`config.mk`:
```
export PLATFORM = sky130hd
export DESIGN_NAME = axi_lsu_master
export DESIGN_NICKNAME = d
export VERILOG_FILES = /design/src/rtl/axi_lsu_master.sv
export SDC_FILE = /design/constraint.sdc
export NUM_CORES = 1
export LEC_CHECK = 0
export BUFFER_PORTS_ARGS = -buffer_cell sky130_fd_sc_hd__buf_2
export CAP_MARGIN = 20
export CORE_AREA = 2 2 116 118
export DETAILED_ROUTE_END_ITERATION = 12
export DIE_AREA = 0 0 118 120
export PLACE_DENSITY = 0.75
export SLEW_MARGIN = 20
export SYNTH_ARGS = -nofsm -noshare
export SYNTH_HDL_FRONTEND = slang
export SYNTH_SLANG_ARGS = --single-unit
```
`constraint.sdc`:
```
create_clock -name clk -period 3.7 [get_ports clk]
set_clock_uncertainty 0.05 [all_clocks]
set_input_delay 0.185 -clock clk [delete_from_list [all_inputs] [get_ports clk]]
set_output_delay 0.185 -clock clk [all_outputs]
set_load 0.02 [all_outputs]
```
`src/rtl/axi_lsu_master.sv`:
```
// Single-outstanding AXI4 initiator for the core load/store port.
// Each request becomes a single-beat INCR burst; the result is returned as a one-cycle response pulse.
module axi_lsu_master #(
  parameter int ID_W   = 4,
  parameter int AXI_ID = 0
) (
  input  logic            clk,
  input  logic            rst,
  input  logic            req_valid,
  output logic            req_ready,
  input  logic            req_wen,
  input  logic [31:0]     req_addr,
  input  logic [2:0]      req_size,
  input  logic [31:0]     req_wdata,
  input  logic [3:0]      req_wstrb,
  output logic            resp_valid,
  output logic [31:0]     resp_rdata,
  output logic            resp_err,
  output logic [31:0]     m_araddr,
  output logic            m_arvalid,
  output logic [ID_W-1:0] m_arid,
  output logic [7:0]      m_arlen,
  output logic [2:0]      m_arsize,
  output logic [1:0]      m_arburst,
  input  logic            m_arready,
  input  logic [31:0]     m_rdata,
  input  logic [1:0]      m_rresp,
  input  logic            m_rvalid,
  input  logic            m_rlast,
  input  logic [ID_W-1:0] m_rid,
  output logic            m_rready,
  output logic [31:0]     m_awaddr,
  output logic            m_awvalid,
  output logic [ID_W-1:0] m_awid,
  output logic [7:0]      m_awlen,
  output logic [2:0]      m_awsize,
  output logic [1:0]      m_awburst,
  input  logic            m_awready,
  output logic [31:0]     m_wdata,
  output logic [3:0]      m_wstrb,
  output logic            m_wvalid,
  output logic            m_wlast,
  input  logic            m_wready,
  input  logic [1:0]      m_bresp,
  input  logic            m_bvalid,
  input  logic [ID_W-1:0] m_bid,
  output logic            m_bready
);

  typedef enum logic [2:0] {
    S_IDLE  = 3'd0,
    S_RADDR = 3'd1,
    S_RDATA = 3'd2,
    S_WREQ  = 3'd3,
    S_WRESP = 3'd4,
    S_DONE  = 3'd5
  } state_e;

  localparam logic [ID_W-1:0] ID_C = ID_W'(AXI_ID);

  state_e      state_q, state_d;
  logic [31:0] addr_q, addr_d;
  logic [31:0] wdata_q, wdata_d;
  logic [31:0] rdata_q, rdata_d;
  logic [2:0]  size_q, size_d;
  logic [3:0]  wstrb_q, wstrb_d;
  logic        wen_q, wen_d;
  logic        err_q, err_d;
  logic        aw_done_q, aw_done_d;
  logic        w_done_q, w_done_d;
  logic        req_ready_q, req_ready_d;
  logic        arvalid_q, arvalid_d;
  logic        rready_q, rready_d;
  logic        awvalid_q, awvalid_d;
  logic        wvalid_q, wvalid_d;
  logic        bready_q, bready_d;
  logic        resp_valid_q, resp_valid_d;

  logic ar_fire_s, r_fire_s, aw_fire_s, w_fire_s, b_fire_s;

  assign ar_fire_s = arvalid_q & m_arready;
  assign r_fire_s  = rready_q  & m_rvalid;
  assign aw_fire_s = awvalid_q & m_awready;
  assign w_fire_s  = wvalid_q  & m_wready;
  assign b_fire_s  = bready_q  & m_bvalid;

  // Next-state, request latching and response capture; channel controls decode from the next state.
  always_comb begin
    state_d   = state_q;
    addr_d    = addr_q;
    wdata_d   = wdata_q;
    rdata_d   = rdata_q;
    size_d    = size_q;
    wstrb_d   = wstrb_q;
    wen_d     = wen_q;
    err_d     = err_q;
    aw_done_d = aw_done_q;
    w_done_d  = w_done_q;
    case (state_q)
      S_IDLE: begin
        if (req_valid) begin
          addr_d    = req_addr;
          size_d    = req_size;
          wdata_d   = req_wdata;
          wstrb_d   = req_wstrb;
          wen_d     = req_wen;
          aw_done_d = 1'b0;
          w_done_d  = 1'b0;
          state_d   = req_wen ? S_WREQ : S_RADDR;
        end else begin
          state_d = S_IDLE;
        end
      end
      S_RADDR: begin
        if (ar_fire_s) begin
          state_d = S_RDATA;
        end else begin
          state_d = S_RADDR;
        end
      end
      S_RDATA: begin
        if (r_fire_s) begin
          rdata_d = m_rdata;
          err_d   = (m_rresp != 2'b00) | (m_rid != ID_C) | ~m_rlast;
          state_d = S_DONE;
        end else begin
          state_d = S_RDATA;
        end
      end
      S_WREQ: begin
        // AW and W complete independently, in either order or together.
        aw_done_d = aw_done_q | aw_fire_s;
        w_done_d  = w_done_q | w_fire_s;
        if (aw_done_d && w_done_d) begin
          state_d = S_WRESP;
        end else begin
          state_d = S_WREQ;
        end
      end
      S_WRESP: begin
        if (b_fire_s) begin
          err_d   = (m_bresp != 2'b00) | (m_bid != ID_C);
          state_d = S_DONE;
        end else begin
          state_d = S_WRESP;
        end
      end
      S_DONE:  state_d = S_IDLE;
      default: state_d = S_IDLE;
    endcase

    req_ready_d  = (state_d == S_IDLE);
    arvalid_d    = (state_d == S_RADDR);
    rready_d     = (state_d == S_RDATA);
    awvalid_d    = (state_d == S_WREQ) & ~aw_done_d;
    wvalid_d     = (state_d == S_WREQ) & ~w_done_d;
    bready_d     = (state_d == S_WRESP);
    resp_valid_d = (state_d == S_DONE);
  end

  // State and output registers; reset abandons any transaction in flight.
  always_ff @(posedge clk or posedge rst) begin
    if (rst) begin
      state_q      <= S_IDLE;
      addr_q       <= 32'h0;
      wdata_q      <= 32'h0;
      rdata_q      <= 32'h0;
      size_q       <= 3'd0;
      wstrb_q      <= 4'h0;
      wen_q        <= 1'b0;
      err_q        <= 1'b0;
      aw_done_q    <= 1'b0;
      w_done_q     <= 1'b0;
      req_ready_q  <= 1'b1;
      arvalid_q    <= 1'b0;
      rready_q     <= 1'b0;
      awvalid_q    <= 1'b0;
      wvalid_q     <= 1'b0;
      bready_q     <= 1'b0;
      resp_valid_q <= 1'b0;
    end else begin
      state_q      <= state_d;
      addr_q       <= addr_d;
      wdata_q      <= wdata_d;
      rdata_q      <= rdata_d;
      size_q       <= size_d;
      wstrb_q      <= wstrb_d;
      wen_q        <= wen_d;
      err_q        <= err_d;
      aw_done_q    <= aw_done_d;
      w_done_q     <= w_done_d;
      req_ready_q  <= req_ready_d;
      arvalid_q    <= arvalid_d;
      rready_q     <= rready_d;
      awvalid_q    <= awvalid_d;
      wvalid_q     <= wvalid_d;
      bready_q     <= bready_d;
      resp_valid_q <= resp_valid_d;
    end
  end

  assign req_ready  = req_ready_q;
  assign resp_valid = resp_valid_q;
  // Last read value is kept in rdata_q; a store response reports zero instead.
  assign resp_rdata = wen_q ? 32'h0 : rdata_q;
  assign resp_err   = err_q;

  assign m_araddr  = addr_q;
  assign m_arvalid = arvalid_q;
  assign m_arid    = ID_C;
  assign m_arlen   = 8'd0;
  assign m_arsize  = size_q;
  assign m_arburst = 2'b01;
  assign m_rready  = rready_q;

  assign m_awaddr  = addr_q;
  assign m_awvalid = awvalid_q;
  assign m_awid    = ID_C;
  assign m_awlen   = 8'd0;
  assign m_awsize  = size_q;
  assign m_awburst = 2'b01;
  assign m_wdata   = wdata_q;
  assign m_wstrb   = wstrb_q;
  assign m_wvalid  = wvalid_q;
  assign m_wlast   = wvalid_q;
  assign m_bready  = bready_q;

endmodule

```
# After elaboration in Yosys (flattened, before gate mapping)
# Cells that the tools add are included.
[classes]
n_eq_ne = 11
mux = 15
bitwise_logic = 15
n_reduce_logical = 11
[op_table]
columns = ["cell", "n"]
rows = [
  ["2-to-1 mux 32 bit", 1],
  ["one-hot mux 3 bit (5 select lines)", 1],
  ["equality test 3 x 2 -> 1 bit (second input constant)", 4],
  ["equality test 3 bit (second input constant)", 3],
  ["nonzero test 4 bit", 2],
  ["AND 1 bit", 7],
  ["equality test 3 x 1 -> 1 bit (second input constant)", 2],
  ["logical NOT 3 bit", 2],
  ["2-to-1 mux 2 bit", 3],
  ["2-to-1 mux 3 bit", 2],
  ["one-hot mux 1 bit (2 select lines)", 3],
  ["nonzero test 2 bit", 3],
  ["2-to-1 mux 1 bit", 5],
  ["OR 1 bit", 5],
  ["inequality test 2 bit (second input constant)", 2],
  ["AND reduction 2 bit", 2],
  ["NOT 1 bit", 3],
  ["AND reduction 3 bit", 1],
  ["logical AND 1 bit", 1],
]
[totals]
reg_bits = 117
in_bits = 125
output_inout_bits = 175
wordCells = 69

# Longest topological paths before layout
# Gate-level depths: netlist of run 1.
[logic_depth]
depth_word = 7
depth_mapped = 6
mapped_depth_nobuf = 5

# Worst setup path before layout of run 1
# OpenSTA, ideal clock, no wires.
[synth_path]
path_kind = "reg-to-reg"
startpoint = "register state_q[0]"
endpoint = "register rdata_q[0]"
setup_ns = 0.125
arrival_time_ns = 1.520
required_time_ns = 3.525
slack_ns = 2.006
stages_incl_launch_ff = 6
path_buffers = 2
path_cell_list = "dfrtp_1 -> buf_6 -> or3b_1 -> nor2_4 -> buf_6 -> mux2_2"
[synth_via]
elab_chain_len = 2
[synth_lines]
columns = ["item", "line", "rtl"]
rows = [
  ["start, declared", "61", "state_e state_q, state_d;"],
  ["start signal, assigned", "182", "state_q <= state_d;"],
  ["equality test 3 x 2 -> 1 bit", "99", "case (state_q)"],
  ["AND reduction 2 bit (no line)", "n/a", ""],
  ["end signal, assigned", "185", "rdata_q <= rdata_d;"],
  ["end, declared", "64", "logic [31:0] rdata_q, rdata_d;"],
]
# No other way between the ends.
# A chain may end at the register's enable or synchronous reset.

# Worst setup path in the final report of run 1
[layout_path]
startpoint = "register state_q[2]"
endpoint = "register rdata_q[15]"
# The elaborated chain is that of the path after synthesis.

==> impl_metrics.py, run 1 <==
metrics = {
    "clock_network": {
        "cts.htree.levels": 4,
        "clkTransAtPathRegs_ps": 50,
        "cts_tree": "done",
        "numCtsBuffers": 17,
        "cts_num_sinks": 117,
        "clk_latency_ps": 400,
        "clockBufferDepth": 2,
        "root_buffer": "clkbuf_16",
        "cts_setup_buffers": 0,
    },
    "setup_path": {
        "start_kind": "register",
        "cp.arrival_ps": 2490,
        "cp_max_fo": 32,
        "worstSetupEndpointType": "register",
        "required_ps": 3930,
        "crit_type": "reg2reg",
    },
    "sta": {
        "finalSetupViolCount": 0,
        "slew_headroom_pct": 40.2,
        "worst_pin_slew_ps": 895,
        "report.final.slew_viol_count": 0,
        "timing.final.ws_setup_ps": 1440,
        "max_freq_mhz": 442,
        "finalCriticalPeriod_ps": 2260,
        "fin_setup_tns_ps": 0,
        "hold_viol": 0,
        "rsz0062_at_grt": "no",
        "finalCritPeriodShare_pct": 61.2,
    },
    "grt": {
        "grt_overflow": 0,
        "grt_antenna_before_repair": 0,
        "grt_max_degree": 56,
        "grt_usage_pct": 19.4,
        "grt_pass1_wl_mm": 21.5,
        "grt_pass1_vias": 4387,
    },
    "power_and_ir_drop": {
        "p_sw_share_pct": 39.2,
        "vdd_drop_max_v": 0.000525,
        "pwr-share-clk_pct": 23.1,
        "p_seq_share_pct": 32.4,
        "power_density_mw_per_mm2": 896,
        "p_sw_mw": 2.80,
        "p_int_mw": 4.36,
        "power.leakage_nw": 4.01,
        "power_frac_comb_pct": 44.4,
    },
    "route": {
        "ant_nets": 0,
        "vias": 4074,
        "drc": 0,
        "drt-initial-drc-count": 101,
        "firstDrtPassIters": 4,
        "postRouteWirelength_mm": 13.5,
        "via_per_inst": 4.44,
        "post_drt_wl_per_cell_um": 14.8,
    },
    "die": {
        "core-area_mm2": 0.0130,
        "die_h_um": 120,
        "initial_core_util_pct": 40.1,
        "die_area_mm2": 0.0142,
        "die_w_um": 118,
        "rows": 42,
        "pin_count": 300,
    },
    "logic_synthesis": {
        "netlist_area_mm2": 0.00521,
        "yosys_warnings": 0,
        "async_reset_ff_share_pct": 100,
        "synthFlopType": "dfrtp_1",
        "synth_cell_types": 37,
        "synth_edf_count": 0,
        "ys_ff_latch": 117,
        "syn_inst": 382,
        "seq_area_frac_synth_pct": 56.3,
        "syn_area_per_cell_um2": 13.6,
    },
    "finish": {
        "fill_cells": 996,
        "layout-drive-gt1-share_pct": 56.1,
        "antennaDiodeCount": 0,
        "nets": 853,
        "layout-area-overhead-vs-synth_pct": 53.4,
    },
    "job": {
        "maxCapViolations": 0,
    },
    "place": {
        "pre_cts_ws_ps": 1440,
        "io_buffers": 271,
        "gp_congestion": 0.790,
        "hpwl_mm": 8.43,
    },
    "worst_hold_path": {
        "hold_class": "in2reg",
    },
    "outcome": {
        "outcome": "finished, final reports clean",
    },
}
[power by group through the flow]
| stage | Clock (mW) | Combinational, mW | Sequential [mW] |
|---|---|---|---|
| after detailed placement | 0 | 3.04 | 2.34 |
| after CTS | 1.69 | 3.12 | 2.33 |
| after floorplan | 0 | 1.88 | 2.75 |
| after global placement | 0 | 2.98 | 2.30 |
| final | 1.66 | 3.18 | 2.32 |
| after global routing | 1.76 | 3.37 | 2.40 |
[logic make-up after synthesis]
kind of cell / count (synthesis) / share of synthesized area, %
other cells: 2 / 0.144
mux: 104 / 22.5
buf+inv: 88 / 12.1
simple gates: 59 / 7.21
flops: 117 / 56.3
compound gates: 12 / 1.75
[final timing paths]
| kind | slack (ps) | depth (start not counted) | to | startpoint |
|---|---|---|---|---|
| worst max-delay path | 1440 | 3 | rdata_q[15] | state_q[2] |
| min in group asynchronous | 400 | 3 | m_araddr[24] | rst |
| worst min-delay path | 70 | 3 | aw_done_q | m_awready |
| worst max register to register | 1440 | 3 | rdata_q[15] | state_q[2] |
| worst min register to register | 430 | 1 | rdata_q[13] | rdata_q[13] |
| max in group asynchronous | 2030 | 4 | m_wdata[8] | rst |
[cell type report]
cell class	count	area (µm²)	share of cell area [%]
sequential	117	2930	36.7
timing repair buffer	381	2450	30.7
multi-input combinational	203	1750	21.9
clock buffer	23	478	5.98
clock inverter	9	125	1.57
inverter	8	32.5	0.407
tap	176	220	2.76
[per-layer routing]
layer	track usage [%]	part of all wire, %	vias up
li1	-	-	1896
met4	8.06	2.2	0
met2	36.0	54	193
met1	20.1	37	1958
met5	0	0	-
met3	6.27	6.6	27
[worst max-delay path, stage by stage, from the launching register on]
cell	delay (ps)
dfrtp_1	480
or3b_1	470
nor2_4	700
mux2_2	420
[state kept, by name, summed over array words and instances (netlist names)]
| register | count |
|---|---|
| resp_err | 1 |
| m_bready | 1 |
| m_araddr | 32 |
| m_arsize | 3 |
| m_rready | 1 |
| m_wstrb | 4 |
| req_ready | 1 |
| rdata_q | 32 |
| w_done_q | 1 |
| aw_done_q | 1 |
| m_arvalid | 1 |
| wen_q | 1 |
| resp_valid | 1 |
| m_awvalid | 1 |
| state_q | 3 |
| m_wlast | 1 |
| m_wdata | 32 |
[cells in the mapped netlist (2+ instances only)]
master	number	area, µm²
mux2_2	101	1140
nor2b_1	32	200
a31oi_1	3	18.8
nor2_1	6	22.5
a21oi_1	2	10.0
clkbuf_1	3	11.3
mux2_1	3	33.8
buf_4	72	541
conb_1	2	7.51
dfrtp_1	116	2900
inv_1	7	26.3
nor3_1	4	20.0
and3_1	3	18.8
nand2_1	2	7.51
buf_6	4	45.0
[per-stage QoR]
step	power [mW]	util, %	std cells	cell area (µm²)	hold WS, ps
after floorplan	4.64	-	408	5300	263
after global placement	5.29	48.7	779	6320	278
after detailed placement	5.37	48.7	779	6320	296
after CTS	7.14	61.4	916	7970	52.4
after global routing	7.53	61.5	917	7990	85.9
final	7.16	61.5	917	7990	72.4
[cells in the final DEF, fill, tap and decap left out, types with 4 or more instances in the layout]
master	Yosys	routed
clkbuf_16	0	17
clkinv_2	0	4
dfrtp_1	116	116
inv_1	7	6
buf_4	72	4
dlygate4sd3_1	0	105
nor2b_1	32	32
mux2_2	101	101
conb_1	2	28
nor2_1	6	6
buf_2	1	271
nor3_1	4	4
[timing repair]
item,in CTS,in global routing
endpoints found under the hold margin,157,0
hold buffers,105,0
resized for setup,0,0
(Power assumes the default switching activity.)
==> run 2: changes to the inputs <==
Settings changed: CORE_AREA 2 2 116 118 to not set, CORE_MARGIN set to 2, CORE_UTILIZATION set to 40, DIE_AREA 0 0 118 120 to not set, PLACE_DENSITY 0.75 to 0.77.
Clock period 3.7 ns to 1.8 ns, I/O delays scaled along.
==> run 2 against run 1 <==
Critical path depth up 1. First-iteration DRC count up 110%. Combinational power up 110%. Fmax up 27%. Final cell count up 0.76%. Final area up 2.5%. Wire length up 4.0%. Sequential power up 100%. Sequential cell count unchanged. Sequential share of layout area down 0.88 points. Critical endpoint is now rdata_q[31]. Register-to-register slack worse by 1400 ps.
==> impl_metrics.py, run 2 (synthesis results as in run 1) <==
metrics = {
    "sta": {
        "finalCriticalPeriod_ps": 1780,
        "report.final.slew_viol_count": 0,
        "fin_setup_tns_ps": 0,
        "max_freq_mhz": 562,
        "finalCritPeriodShare_pct": 98.9,
        "finalSetupViolCount": 0,
        "rsz0062_at_grt": "yes",
        "hold_viol": 0,
    },
    "place": {
        "hpwl_mm": 8.58,
        "gp_congestion": 0.823,
        "io_buffers": 271,
    },
    "clock_network": {
        "cts_tree": "done",
        "cts_num_sinks": 117,
        "clk_latency_ps": 410,
        "clkTransAtPathRegs_ps": 50,
        "cts.htree.levels": 4,
        "cts_setup_buffers": 0,
        "root_buffer": "clkbuf_16",
        "clockBufferDepth": 2,
        "numCtsBuffers": 17,
    },
    "finish": {
        "layout-drive-gt1-share_pct": 56.9,
        "antennaDiodeCount": 0,
        "layout-area-overhead-vs-synth_pct": 57.3,
        "nets": 864,
        "fin_util_pct": 64.6,
        "final_common_cell": "buf_2",
        "most-common-layout-cells": "buf_2 (271), dfrtp_1 (115), dlygate4sd3_1 (107)",
    },
    "die": {
        "die_h_um": 118,
        "core-area_mm2": 0.0127,
        "die_area_mm2": 0.0139,
        "rows": 41,
        "die_w_um": 118,
        "pin_count": 300,
        "initial_core_util_pct": 41.1,
    },
    "setup_path": {
        "cp.arrival_ps": 2020,
        "endpoint": "rdata_q[31]",
        "timing.rr.end": "rdata_q[31]",
        "cp_max_fo": 16,
        "regToRegSetupSlack_ps": 20,
        "worstSetupEndpointType": "register",
        "reg2reg_depth": 4,
        "start_kind": "register",
        "crit_type": "reg2reg",
        "startpoint": "state_q[0]",
        "worst_r2r_startpoint": "state_q[0]",
        "required_ps": 2040,
    },
    "grt": {
        "grt_overflow": 0,
        "grt_pass1_vias": 4508,
        "grt_max_degree": 62,
        "grt_pass1_wl_mm": 22.3,
        "grt_usage_pct": 20.2,
        "grt_antenna_before_repair": 0,
    },
    "outcome": {
        "outcome": "finished, final reports clean",
    },
    "worst_hold_path": {
        "hold_class": "in2reg",
    },
    "power_and_ir_drop": {
        "power_density_mw_per_mm2": 1850,
        "power.leakage_nw": 4.10,
        "vdd_drop_max_v": 0.00114,
    },
    "route": {
        "post_drt_wl_per_cell_um": 15.2,
        "via_per_inst": 4.56,
        "ant_nets": 0,
        "drc": 0,
        "postRouteWirelength_mm": 14.1,
        "vias": 4214,
        "drt-initial-drc-count": 208,
        "firstDrtPassIters": 4,
    },
    "job": {
        "maxCapViolations": 0,
    },
}
## run 2: changes by cell type in the layout (fill, tap and decap cells not counted), sizes merged
| cell | change |
|---|---|
| bufinv | +2 |
| dlygate4sd3 | +2 |
| buf | +8 |
| clkinv | -1 |
| clkbuf | +1 |
| inv | -1 |
## run 2: critical path, cell delays in order (launching register included)
cell,delay [ps]
dfrtp_2,470
or3b_4,420
nor2_4,170
clkbuf_16,210
mux2_2,350
## run 2: final cells by class
type	instances	area [µm²]
clock buffers	23	478
clock inverters	9	173
fillers	884	4480
inverters	8	33.8
multi-input cells	203	1760
flip-flops and latches	117	2930
well taps	172	215
repair buffers	392	2600
## run 2: layer usage
metal / part of all wire (%) / global-route usage [%] / up-vias
met5: 0 / 0 / -
met4: 2.0 / 7.91 / 0
met3: 6.5 / 6.83 / 25
met2: 53 / 35.9 / 214
met1: 39 / 22.1 / 2051
li1: - / - / 1924
## run 2: power breakdown
| group | total, mW | switching [mW] | internal, mW | leakage, nW |
|---|---|---|---|---|
| logic | 6.77 | 3.90 | 2.87 | 2.36 |
| clock network | 3.69 | 1.14 | 2.56 | 0.317 |
| registers | 4.70 | 0.779 | 3.92 | 1.42 |
| total | 15.2 | 5.82 | 9.35 | 4.10 |
## run 2: worst min path at each step
stage	start	endpoint	depth (start not counted)
final	m_rvalid	m_arvalid	4
after global routing	m_rvalid	m_arvalid	4
after CTS	m_rvalid	m_arvalid	4
after detailed placement	rst	m_araddr[6]	3
after global placement	rst	m_araddr[11]	3
after floorplan	req_wen	wen_q	2
## run 2: what timing repair did
item                                   4_1_cts  5_1_grt
setup endpoints to repair                    0       35
endpoints found under the hold margin      224        0
gates resized for setup                      0        3
hold buffers                               107        0
## run 2: metrics by stage
step / area (µm²) / hold slack [ps] / setup WS, ps / std cells / power (mW)
after detailed placement: 6430 / 179 / 11.6 / 784 / 11.2
after global placement: 6430 / 167 / 58.1 / 784 / 11.0
after global routing: 8190 / 34.0 / -12.2 / 924 / 15.9
after floorplan: 5310 / 168 / 106 / 408 / 9.53
after CTS: 8160 / 13.4 / 0.0309 / 923 / 15.1
final: 8190 / 40.7 / 20.2 / 924 / 15.2
